$ cat src/rtl/rssb_ctrl.sv
// Purpose: single-instruction (reverse-subtract-and-skip-if-borrow) CPU controller.
// Latency: 3 cycles per instruction (FETCH, EXEC, WRITE); memory read is combinational.
// Backpressure: none; start is ignored while busy or halted, only rst leaves HALT.
module rssb_ctrl #(
    parameter int               WIDTH    = 8,
    parameter logic [WIDTH-1:0] RESET_PC = {1'b1, {(WIDTH-1){1'b0}}},
    parameter logic [WIDTH-1:0] HALT_OP  = '1
) (
    input  logic             clk,
    input  logic             rst,
    input  logic             start,
    input  logic [WIDTH-1:0] mem_rdata,
    output logic [WIDTH-1:0] mem_addr,
    output logic [WIDTH-1:0] mem_wdata,
    output logic             mem_write,
    output logic             busy,
    output logic             halted,
    output logic [WIDTH-1:0] pc,
    output logic [WIDTH-1:0] acc
);

    localparam logic [2:0] ST_IDLE  = 3'd0;
    localparam logic [2:0] ST_FETCH = 3'd1;
    localparam logic [2:0] ST_EXEC  = 3'd2;
    localparam logic [2:0] ST_WRITE = 3'd3;
    localparam logic [2:0] ST_HALT  = 3'd4;

    logic [2:0]       state;
    logic [WIDTH-1:0] ir;
    logic             borrow;
    logic [WIDTH-1:0] diff;
    logic [WIDTH-1:0] pc_step;

    assign diff    = mem_rdata - acc;
    assign pc_step = borrow ? WIDTH'(2) : WIDTH'(1);

    always_ff @(posedge clk) begin
        if (rst) begin
            state  <= ST_IDLE;
            pc     <= RESET_PC;
            acc    <= '0;
            ir     <= '0;
            borrow <= 1'b0;
        end else begin
            case (state)
                ST_IDLE: begin
                    if (start) state <= ST_FETCH;
                end
                ST_FETCH: begin
                    if (mem_rdata == HALT_OP) begin
                        state <= ST_HALT;
                    end else begin
                        ir    <= mem_rdata;
                        state <= ST_EXEC;
                    end
                end
                ST_EXEC: begin
                    acc    <= diff;
                    borrow <= (mem_rdata < acc);
                    state  <= ST_WRITE;
                end
                ST_WRITE: begin
                    pc    <= pc + pc_step;
                    state <= ST_FETCH;
                end
                ST_HALT: state <= ST_HALT;
                default: state <= ST_IDLE;
            endcase
        end
    end

    // The write strobe is masked by rst so a reset landing on WRITE never commits to memory.
    always_comb begin
        mem_addr  = pc;
        mem_wdata = '0;
        mem_write = 1'b0;
        case (state)
            ST_EXEC:  mem_addr = ir;
            ST_WRITE: begin
                mem_addr  = ir;
                mem_wdata = acc;
                mem_write = ~ir[WIDTH-1] & ~rst;
            end
            default: ;
        endcase
    end

    assign busy   = (state == ST_FETCH) || (state == ST_EXEC) || (state == ST_WRITE);
    assign halted = (state == ST_HALT);

endmodule

$ cat config.mk
export PLATFORM = sky130hd
export DESIGN_NAME = rssb_ctrl
export DESIGN_NICKNAME = d
export VERILOG_FILES = /design/src/rtl/rssb_ctrl.sv
export SDC_FILE = /design/constraint.sdc
export NUM_CORES = 1
export LEC_CHECK = 0
export BUFFER_PORTS_ARGS = -buffer_cell sky130_fd_sc_hd__buf_2
export CAP_MARGIN = 20
export CORE_ASPECT_RATIO = 1.25
export CORE_UTILIZATION = 30
export DETAILED_ROUTE_END_ITERATION = 8
export GPL_ROUTABILITY_DRIVEN = 0
export PLACE_DENSITY = 0.54
export SYNTH_ARGS = -nofsm -noshare
export SYNTH_HDL_FRONTEND = slang
export SYNTH_SLANG_ARGS = --single-unit
$ cat constraint.sdc
create_clock -name clk -period 1.7 [get_ports clk]
set_input_delay 0.34 -clock clk [delete_from_list [all_inputs] [get_ports clk]]
set_output_delay 0.34 -clock clk [all_outputs]
set_load 0.05 [all_outputs]
# Yosys cells after proc, flatten, opt, wreduce, memory -nomap -nowiden
# Index checks and enable logic that the tools add are counted.
[totals]
regBits = 28
input_bits = 11
output_inout_bits = 35
word_cells = 30
[op_classes]
add_sub_neg = 2
order_cmp = 1
eq_ne = 6
n_mux = 7
bitwise_logic = 4
reduce_logical = 5
[ops]
columns = ["operator", "count"]
rows = [
  ["8-bit 2-to-1 mux", 2],
  ["3-bit one-hot mux with 5 select lines", 1],
  ["8-bit by 2-bit adder with 8-bit output", 1],
  ["8-bit equality test, second input constant", 1],
  ["8-bit less-than comparator", 1],
  ["8-bit subtractor", 1],
  ["3-bit by 2-bit equality test with 1-bit output, second input constant", 2],
  ["3-bit 2-to-1 mux", 2],
  ["3-bit by 1-bit equality test with 1-bit output, second input constant", 1],
  ["3-bit equality test, second input constant", 1],
  ["3-bit zero test", 1],
  ["1-bit inverter", 3],
  ["1-bit logical OR", 2],
  ["2-bit 2-to-1 mux", 1],
  ["2-bit inequality test, second input constant", 1],
  ["2-bit AND reduction", 1],
  ["2-bit OR reduction", 1],
  ["1-bit bitwise AND", 1],
  ["1-bit 2-to-1 mux", 1],
]

# Longest topological paths before layout
# Gate-level depths: netlist (run 1).
[logic_depth]
ltp_word = 3
ltp_mapped = 8
ltp_nobuf = 8

# Worst setup path before layout (run 1)
# Ideal clock, no wire load.
[synth_path]
path_kind = "flip-flop to output port"
startpoint = "register pc[1]"
endpoint = "output port mem_addr[1]"
arrival_time_ns = 1.933
required_time_ns = 1.360
slack_ns = -0.573
path_stages_with_launch = 3
cell_sequence = "dfxtp_1 > inv_1 > o21ai_0"
[synth_via]
elab_chain_cells = 1
[synth_rtl]
columns = ["item", "line_no", "rtl"]
rows = [
  ["start, declared", "18", "output logic [WIDTH-1:0] pc,"],
  ["start signal, assigned", "63", "pc <= pc + pc_step;"],
  ["8-bit 2-to-1 mux", "77", "case (state)"],
  ["end, declared", "13", "output logic [WIDTH-1:0] mem_addr,"],
]
# Every way passes these cells.

# Final worst setup path (run 1)
[layout_path]
startpoint = "register state[1]"
endpoint = "output port mem_addr[5]"
[layout_via]
elab_chain_cells = 3
word_cells_on_any_way = 4
[layout_rtl]
columns = ["item", "line_no", "rtl"]
rows = [
  ["start, declared", "28", "logic [2:0] state;"],
  ["start signal, assigned", "39", "state <= ST_IDLE;"],
  ["start signal, assigned", "47", "if (start) state <= ST_FETCH;"],
  ["start signal, assigned", "51", "state <= ST_HALT;"],
  ["3-bit by 2-bit equality test with 1-bit output", "77", ""],
  ["2-bit OR reduction (no source line) (*)", "--", ""],
  ["8-bit 2-to-1 mux (*)", "77", ""],
]
# Every way passes the cells marked *; elsewhere a longest branch is shown, timed or not.

==> results of run 1 <==
-- worst paths after layout --
kind | startpoint | to | slack, ns | cells past startpoint
setup / recovery | state[1] | mem_addr[5] | -0.06 | 4
setup reg to reg | acc[0] | borrow | -0.01 | 7
hold reg to reg | ir[1] | ir[1] | 0.46 | 2
hold / removal | mem_rdata[5] | ir[5] | 0.34 | 3
-- power by group through the flow --
stage / clock network, mW / registers, mW / logic [mW]
3_3_place_gp: 0 / 0.729 / 0.477
3_5_place_dp: 0 / 0.729 / 0.479
2_1_floorplan: 0 / 0.779 / 0.282
5_1_grt: 0.470 / 0.721 / 0.570
4_1_cts: 0.444 / 0.715 / 0.510
6_report: 0.424 / 0.716 / 0.519
-- worst max-delay path, stage by stage, from the launching register on --
cell and delay [ns]:
dfxtp_2 0.34, nor2b_4 0.18, buf_6 0.16, mux2_4 0.31, buf_8 0.15
-- sequential cells by signal, indices dropped and copies added, names as in the netlist --
name,flops
acc,8
pc,8
state,3
ir,8
borrow,1
-- layout by cell type, fill, tap and decap left out, types with 10 or more instances in the layout --
| cell | count |
|---|---|
| buf_2 | 28 |
| buf_4 | 22 |
| nor2_1 | 16 |
| dfxtp_1 | 16 |
| inv_1 | 14 |
| a21oi_1 | 14 |
| nand2_1 | 12 |
| buf_6 | 10 |
-- area by class of cell --
class                   count  area share (%)
clock buffers               4            2.23
inverters                  16            2.43
multi-input cells         144            46.3
flip-flops and latches     28            24.0
well taps                  62            3.14
repair buffers             68            22.0
-- cells in the mapped netlist (all sizes together) --
master   n
a211oi   7
a21o     3
a21oi   14
a221oi   1
a31o     1
a31oi    2
and2     2
and3     3
and4     1
buf      4
clkbuf   7
dfxtp   28
fa       2
ha      10
inv     16
mux2     7
mux2i    6
nand2   13
nand3    2
nand3b   2
nand4    3
nand4b   1
nor2    23
nor2b    1
nor3     6
nor3b    2
nor4     1
nor4b    3
o21ai    9
o21bai   2
o311ai   2
o31ai    1
or3      7
or3b     2
xnor2    3
xor2     2
-- through the flow --
step           power (mW)  setup slack (ns)  utilization (%)  setup TNS [ns]  instances
2_1_floorplan        1.06            -0.164                -           -1.83        199
3_3_place_gp         1.21            -0.191             41.7          -0.387        318
3_5_place_dp         1.21            -0.251             41.7          -0.522        318
4_1_cts              1.67           -0.0616             46.0          -0.386        322
5_1_grt              1.76            -0.123             47.7           -1.30        322
6_report             1.66           -0.0562             47.7          -0.320        322
-- timing repair --
item | CTS | global route
pin swaps | 0 | 5
endpoints found under the setup margin | 19 | 23
gates cloned | 0 | 0
gates resized for setup | 54 | 24
-- per-layer routing --
metal | routed length, um | vias to the layer above
met2 | 2280 | 37
met4 | 36 | 0
li1 | - | 824
met1 | 2000 | 778
met5 | 0 | -
met3 | 123 | 4
-- cell families (layout without fill, tap and decap cells) --
logic type	count (synthesis)	in the layout
compound gates	42	42
xor+xnor	5	5
fa+ha+maj	12	12
buf+inv	27	88
flops	28	28
mux	13	13
simple gates	72	72
==> results.tsv, run 1 <==
stage	metric	value	unit
global_route	largest net degree at the start of global routing	16	
global_route	grt total ovfl	0	
yosys	Cell Area, Synth	0.00166	mm2
timing	crit share post-route	103	%
yosys	XOR/XNOR share of the synthesized area	2.64	%
yosys	largest family of logic cells by synthesized area	simple AND/OR/NAND/NOR gates	
clock_network	Sink Count	28	
route	final wirelength	4440	um
layout	Storage cell area	593	um2
timing	min cycle time layout	1.76	ns
layout	post-route cell area	0.00247	mm2
clock_network	CTS Hold Bufs	0	
yosys	Syn Inst Count	199	
placement	DP Wirelength	3380	um
clock_network	clock slew at reported path FFs	0.10	ns
clock_network	TritonCTS clock tree	built	
route	via count	1643	
die	die area	0.00583	mm2
yosys	sequential share of the synthesized area	33.8	%
critical_path	CP startpoint kind	register	
yosys	post-synthesis compound-gate area fraction	15.7	%
yosys	yosys warns	0	
critical_path	Critical Path AT	1.42	ns
clock_network	CTS buffer count	3	
yosys	Post-Synth Simple-Gate Area	22.6	%
timing	final setup violation count	8	
power_and_ir_drop	NetSw	0.552	mW
power_and_ir_drop	LEAKAGE	1.04	nW
clock_network	clk root buf	clkbuf_8	
yosys	library cells used by synthesis	41	
timing	max-slew violations	0	
clock_network	worst skew pair latency	0.27	ns
critical_path	critical path type	reg2out	
die	Die H	85.1	um
clock_network	H-tree depth	1	
timing	final hold violations	0	
global_route	met1 Usage GRT	21.0	%
yosys	mux cell area share after synthesis	8.37	%
placement	Placement Cell Area	0.00217	mm2
global_route	aggregate global-route resource usage	16.3	%
yosys	top post-synthesis cells by area	dfxtp_1, ha_1, nor2_1	
critical_path	CP required	1.36	ns
power_and_ir_drop	Logic pwr share	31.3	%
timing	PnR worst setup slack	-0.0562	ns
die	CORE AREA	0.00519	mm2
layout	area of the multi-input gates	0.00114	mm2
timing	relative slew slack	74.5	%
power_and_ir_drop	Sw Ratio	33.3	%
route	DRC Markers	0	
die	Chip Width	68.5	um
yosys	top cell type's share of synthesized area	33.8	%
die	Initial Utilization	32.0	%
power_and_ir_drop	Seq pwr share	43.2	%
yosys	total nets after synthesis	222	
power_and_ir_drop	Internal	1.11	mW
timing	clock skew	0.00201	ns
timing	RSZ-0062 raised after global routing	yes	
global_route	initial antenna violation count	0	
layout	nets	284	
route	Via density	5.10	
route	drt initial violations	49	
timing	Max Freq	569	MHz
critical_path	crit end category	primary output	
timing	worst hold slack	0.344	ns
power_and_ir_drop	maximum VDD drop	0.000333	V
route	Initial DRT Pass Iterations	4	
global_route	grt met2 use	27.8	%
power_and_ir_drop	clock power share	25.5	%
status	violated checks	negative setup slack	
yosys	cell taking the most area after synthesis	dfxtp_1	
power_and_ir_drop	power per cell area	670	mW/mm2
yosys	Adder-Cell Fraction of Synth Area	9.95	%
layout	Ant. Diodes	0	
global_route	vias in the first global route	1526	
critical_path	CP Max Fanout	6	
timing	Worst Tran Pin Value	0.379	ns
layout	area grow syn2layout	49.1	%
die	# IOs	46	
clock_network	Bufs on Longest Clock Path	2	
yosys	Avg Cell Area, Syn	8.34	um2
min_path	Worst Hold Class	in2reg	
clock_network	Post-CTS Setup Inserts	0	
global_route	GRT Max-Usage Layer	met2	
layout	# fillers	527	
die	Cell Rows	29	
placement	Port Buf Inserts	45	
global_route	GRT met3 Usage	2.15	%
yosys	flop and latch count out of synthesis	28	
route	Wirelength per Cell	13.8	um
global_route	global-route wire length before repair	7260	um
layout	share of layout cells above drive strength 1	43.8	%
status	status	complete, but fails checks	
flow_run	Max Cap Viol	0	
route	Final ANT Viol Nets	0	
Power figures use the tool's default switching activity.
==> inputs of run 2 (changes only) <==
--- a/config.mk
+++ b/config.mk
@@ -5,13 +5,16 @@
 export SDC_FILE = /design/constraint.sdc
 export NUM_CORES = 1
 export LEC_CHECK = 0
+export ABC_AREA = 1
 export BUFFER_PORTS_ARGS = -buffer_cell sky130_fd_sc_hd__buf_2
 export CAP_MARGIN = 20
+export CELL_PAD_IN_SITES_DETAIL_PLACEMENT = 1
+export CELL_PAD_IN_SITES_GLOBAL_PLACEMENT = 2
 export CORE_ASPECT_RATIO = 1.25
-export CORE_UTILIZATION = 30
+export CORE_UTILIZATION = 24
 export DETAILED_ROUTE_END_ITERATION = 8
 export GPL_ROUTABILITY_DRIVEN = 0
-export PLACE_DENSITY = 0.54
+export PLACE_DENSITY_LB_ADDON = 0.1
 export SYNTH_ARGS = -nofsm -noshare
 export SYNTH_HDL_FRONTEND = slang
 export SYNTH_SLANG_ARGS = --single-unit
==> results.tsv, run 2 <==
stage	metric	value	unit	change
critical_path	critical path type	reg2out		
placement	Placement Cell Area	0.00215	mm2	-0.81%
die	Cell Rows	33		+14%
critical_path	Critical Path AT	1.31	ns	-0.11 ns
yosys	XOR/XNOR share of the synthesized area	0.517	%	-2.1 points
yosys	count leader, synth	nand2_1		
clock_network	clock slew at reported path FFs	0.10	ns	about the same
timing	clock skew	0.00561	ns	+0.00360 ns
layout	area grow syn2layout	39.2	%	
yosys	sequential share of the synthesized area	33.1	%	-0.70 points
critical_path	CP required	1.36	ns	about the same
placement	DP Cell Count	400		+26%
route	Via density	4.43		-13%
die	CORE AREA	0.00669	mm2	+29%
layout	Ant. Diodes	0		unchanged
layout	# fillers	883		+68%
yosys	mux cell area share after synthesis	0	%	-8.4 points
timing	crit share post-route	96.8	%	-6.5 points
global_route	grt total ovfl	0		unchanged
critical_path	CP Max Fanout	6		unchanged
critical_path	worst path cell trace	inv_2 > nand2_4 > clkinvlp_4 > o21ai_2 > buf_6		
yosys	ys async rst share	0	%	unchanged
global_route	initial antenna violation count	0		unchanged
yosys	Avg Cell Area, Syn	6.49	um2	-22%
clock_network	CTS buffer count	3		unchanged
layout	Finished Layout Cells	407		+26%
timing	final hold violations	0		unchanged
die	Initial Utilization	25.3	%	-6.6 points
yosys	EDFF count, synth	0		unchanged
global_route	global-route wire length before repair	8700	um	+20%
power_and_ir_drop	power per cell area	783	mW/mm2	+17%
power_and_ir_drop	LEAKAGE	1.14	nW	+9.1%
layout	share of layout cells above drive strength 1	31.6	%	-12 points
route	final wirelength	5200	um	+17%
layout	Storage cell area	576	um2	-3.0%
yosys	Adder-Cell Fraction of Synth Area	9.75	%	-0.21 points
clock_network	clk root buf	clkbuf_8		
yosys	largest family of logic cells by synthesized area	simple AND/OR/NAND/NOR gates		
placement	DP Wirelength	4210	um	+24%
power_and_ir_drop	Tot Pwr	1.85	mW	+11%
yosys	total nets after synthesis	284		+28%
route	via count	1804		+9.8%
clock_network	Bufs on Longest Clock Path	2		unchanged
die	Chip Width	77.1	um	+13%
timing	min cycle time layout	1.65	ns	-0.111 ns
clock_network	TritonCTS clock tree	built		
power_and_ir_drop	maximum VDD drop	0.000324	V	-2.6%
timing	worst hold slack	0.351	ns	+0.00720 ns
layout	post-route cell area	0.00236	mm2	-4.7%
global_route	vias in the first global route	1796		+18%
yosys	top cell type's share of synthesized area	33.1	%	-0.70 points
route	Wirelength per Cell	12.8	um	-7.2%
yosys	Cell Area, Synth	0.00169	mm2	+2.1%
layout	commonest cells after routing, fill and taps aside	nand2_1, inv_1, nor2_1, buf_2, buf_4		
yosys	library cells used by synthesis	23		-44%
global_route	aggregate global-route resource usage	15.1	%	-1.2 points
route	Initial DRT Pass Iterations	2		-2
die	# IOs	46		unchanged
min_path	Worst Hold Class	in2reg		
yosys	Syn Inst Count	261		+31%
clock_network	H-tree depth	1		unchanged
yosys	top post-synthesis cells by area	dfxtp_1, nand2_1, inv_1		
layout	area of the multi-input gates	0.00102	mm2	-11%
global_route	largest net degree at the start of global routing	21		+5
yosys	yosys warns	0		unchanged
clock_network	worst skew pair latency	0.28	ns	about the same
route	DRC Markers	0		unchanged
timing	Worst Tran Pin Value	0.624	ns	+0.245 ns
timing	max-slew violations	0		unchanged
placement	Port Buf Inserts	45		unchanged
critical_path	Slowest Stage Delay on Critical Path	0.34	ns	about the same
yosys	Post-Synth Simple-Gate Area	29.6	%	+7.0 points
yosys	top_reg_cell synth	dfxtp_1		
critical_path	CP startpoint kind	register		
layout	Largest regs	acc x8, ir x8, pc x8		
layout	nets	344		+21%
route	drt initial violations	36		-27%
layout	most common cell after layout, fill and taps aside	nand2_1		
die	die area	0.00740	mm2	+27%
status	status	completed		
timing	RSZ-0062 raised after global routing	yes		
yosys	Post-synth top cells	nand2_1, inv_1, nor2_1, dfxtp_1, o21ai_0		
yosys	post-synthesis compound-gate area fraction	15.7	%	-0.029 points
yosys	cell taking the most area after synthesis	dfxtp_1		
clock_network	Sink Count	28		unchanged
flow_run	Max Cap Viol	0		unchanged
die	Die H	95.9	um	+13%
critical_path	crit end category	primary output		
critical_path	slowest CP cell	dfxtp_2		
yosys	flop and latch count out of synthesis	28		unchanged
timing	Max Freq	608	MHz	+6.7%
route	Final ANT Viol Nets	0		unchanged
timing	relative slew slack	58.3	%	-16 points
timing	final setup violation count	0		-8
==> run 2: cell count changes in the layout (fill, tap and decap cells not counted), moves of 7 or more <==
| cell | change |
|---|---|
| nand2_1 | +45 |
| buf_8 | -7 |
| o21ai_2 | +7 |
| nand3_1 | +10 |
| mux2_4 | -7 |
| nor2_1 | +14 |
| inv_1 | +27 |
| or3_1 | -7 |
| o21ai_0 | +12 |
==> run 2: cell type report <==
class | count | area share [%]
Inverter | 45 | 7.43
Multi-Input combinational cell | 182 | 43.1
Timing Repair Buffer | 60 | 17.8
Tap cell | 87 | 4.62
Timing Repair inverter | 1 | 0.318
Sequential cell | 28 | 24.4
Clock buffer | 4 | 2.33
==> run 2: timing repair <==
item | 4_1_cts | 5_1_grt
setup buffers | 0 | 2
hold buffers | 0 | 0
resized for setup | 31 | 19
endpoints found under the hold margin | 0 | 0
cloned | 1 | 0
endpoints found under the setup margin | 19 | 20
pin swaps | 3 | 5
==> run 2: kinds of logic (layout without fill, tap and decap cells) <==
logic type	count (synthesis)	after routing
simple gates	118	118
compound gates	51	51
buf+inv	51	110
flops	28	28
fa+ha+maj	12	12
xor+xnor	1	1
==> run 2: worst max-delay path, delay by kind of cell, from the launching register on <==
family                 cells  cell delay (ns)
flip-flops                 1             0.34
buffers and inverters      3             0.40
AO/OA/AOI/OAI              1             0.19
AND/OR/NAND/NOR            1             0.09
==> run 2: per-stage QoR <==
stage | utilization (%) | TNS (ns) | setup slack [ns]
3_3_place_gp | 32.1 | 0 | 0.00562
6_report | 35.3 | 0 | 0.0546
5_1_grt | 35.3 | -0.0785 | -0.0394
2_1_floorplan | - | -2.41 | -0.266
4_1_cts | 34.2 | 0 | 0.0103
3_5_place_dp | 32.1 | -0.00519 | -0.00519
==> run 2: power breakdown <==
group / leakage [nW] / internal (mW) / switching (mW) / total [mW]
clock network: 0.0288 / 0.207 / 0.218 / 0.425
logic: 0.873 / 0.217 / 0.456 / 0.673
registers: 0.233 / 0.716 / 0.0337 / 0.750
==> run 2: layer usage <==
layer | vias up | part of all wire (%) | track usage (%) | wire length (um)
met2 | 22 | 55 | 30.2 | 2860
met4 | 0 | 0.88 | 4.25 | 46
li1 | 942 | - | - | -
met5 | - | 0 | 0 | 0
met3 | 2 | 1.8 | 1.14 | 96
met1 | 838 | 42 | 17.0 | 2200
==> run 2: path summary, 6_finish.rpt <==
path         cells after the start  slack, ns          end  startpoint
max                              5       0.05  mem_addr[6]    state[2]
min                              3       0.35     state[0]       start
max reg2reg                      9       0.13        pc[6]      borrow
min reg2reg                      2       0.49        ir[3]       ir[3]
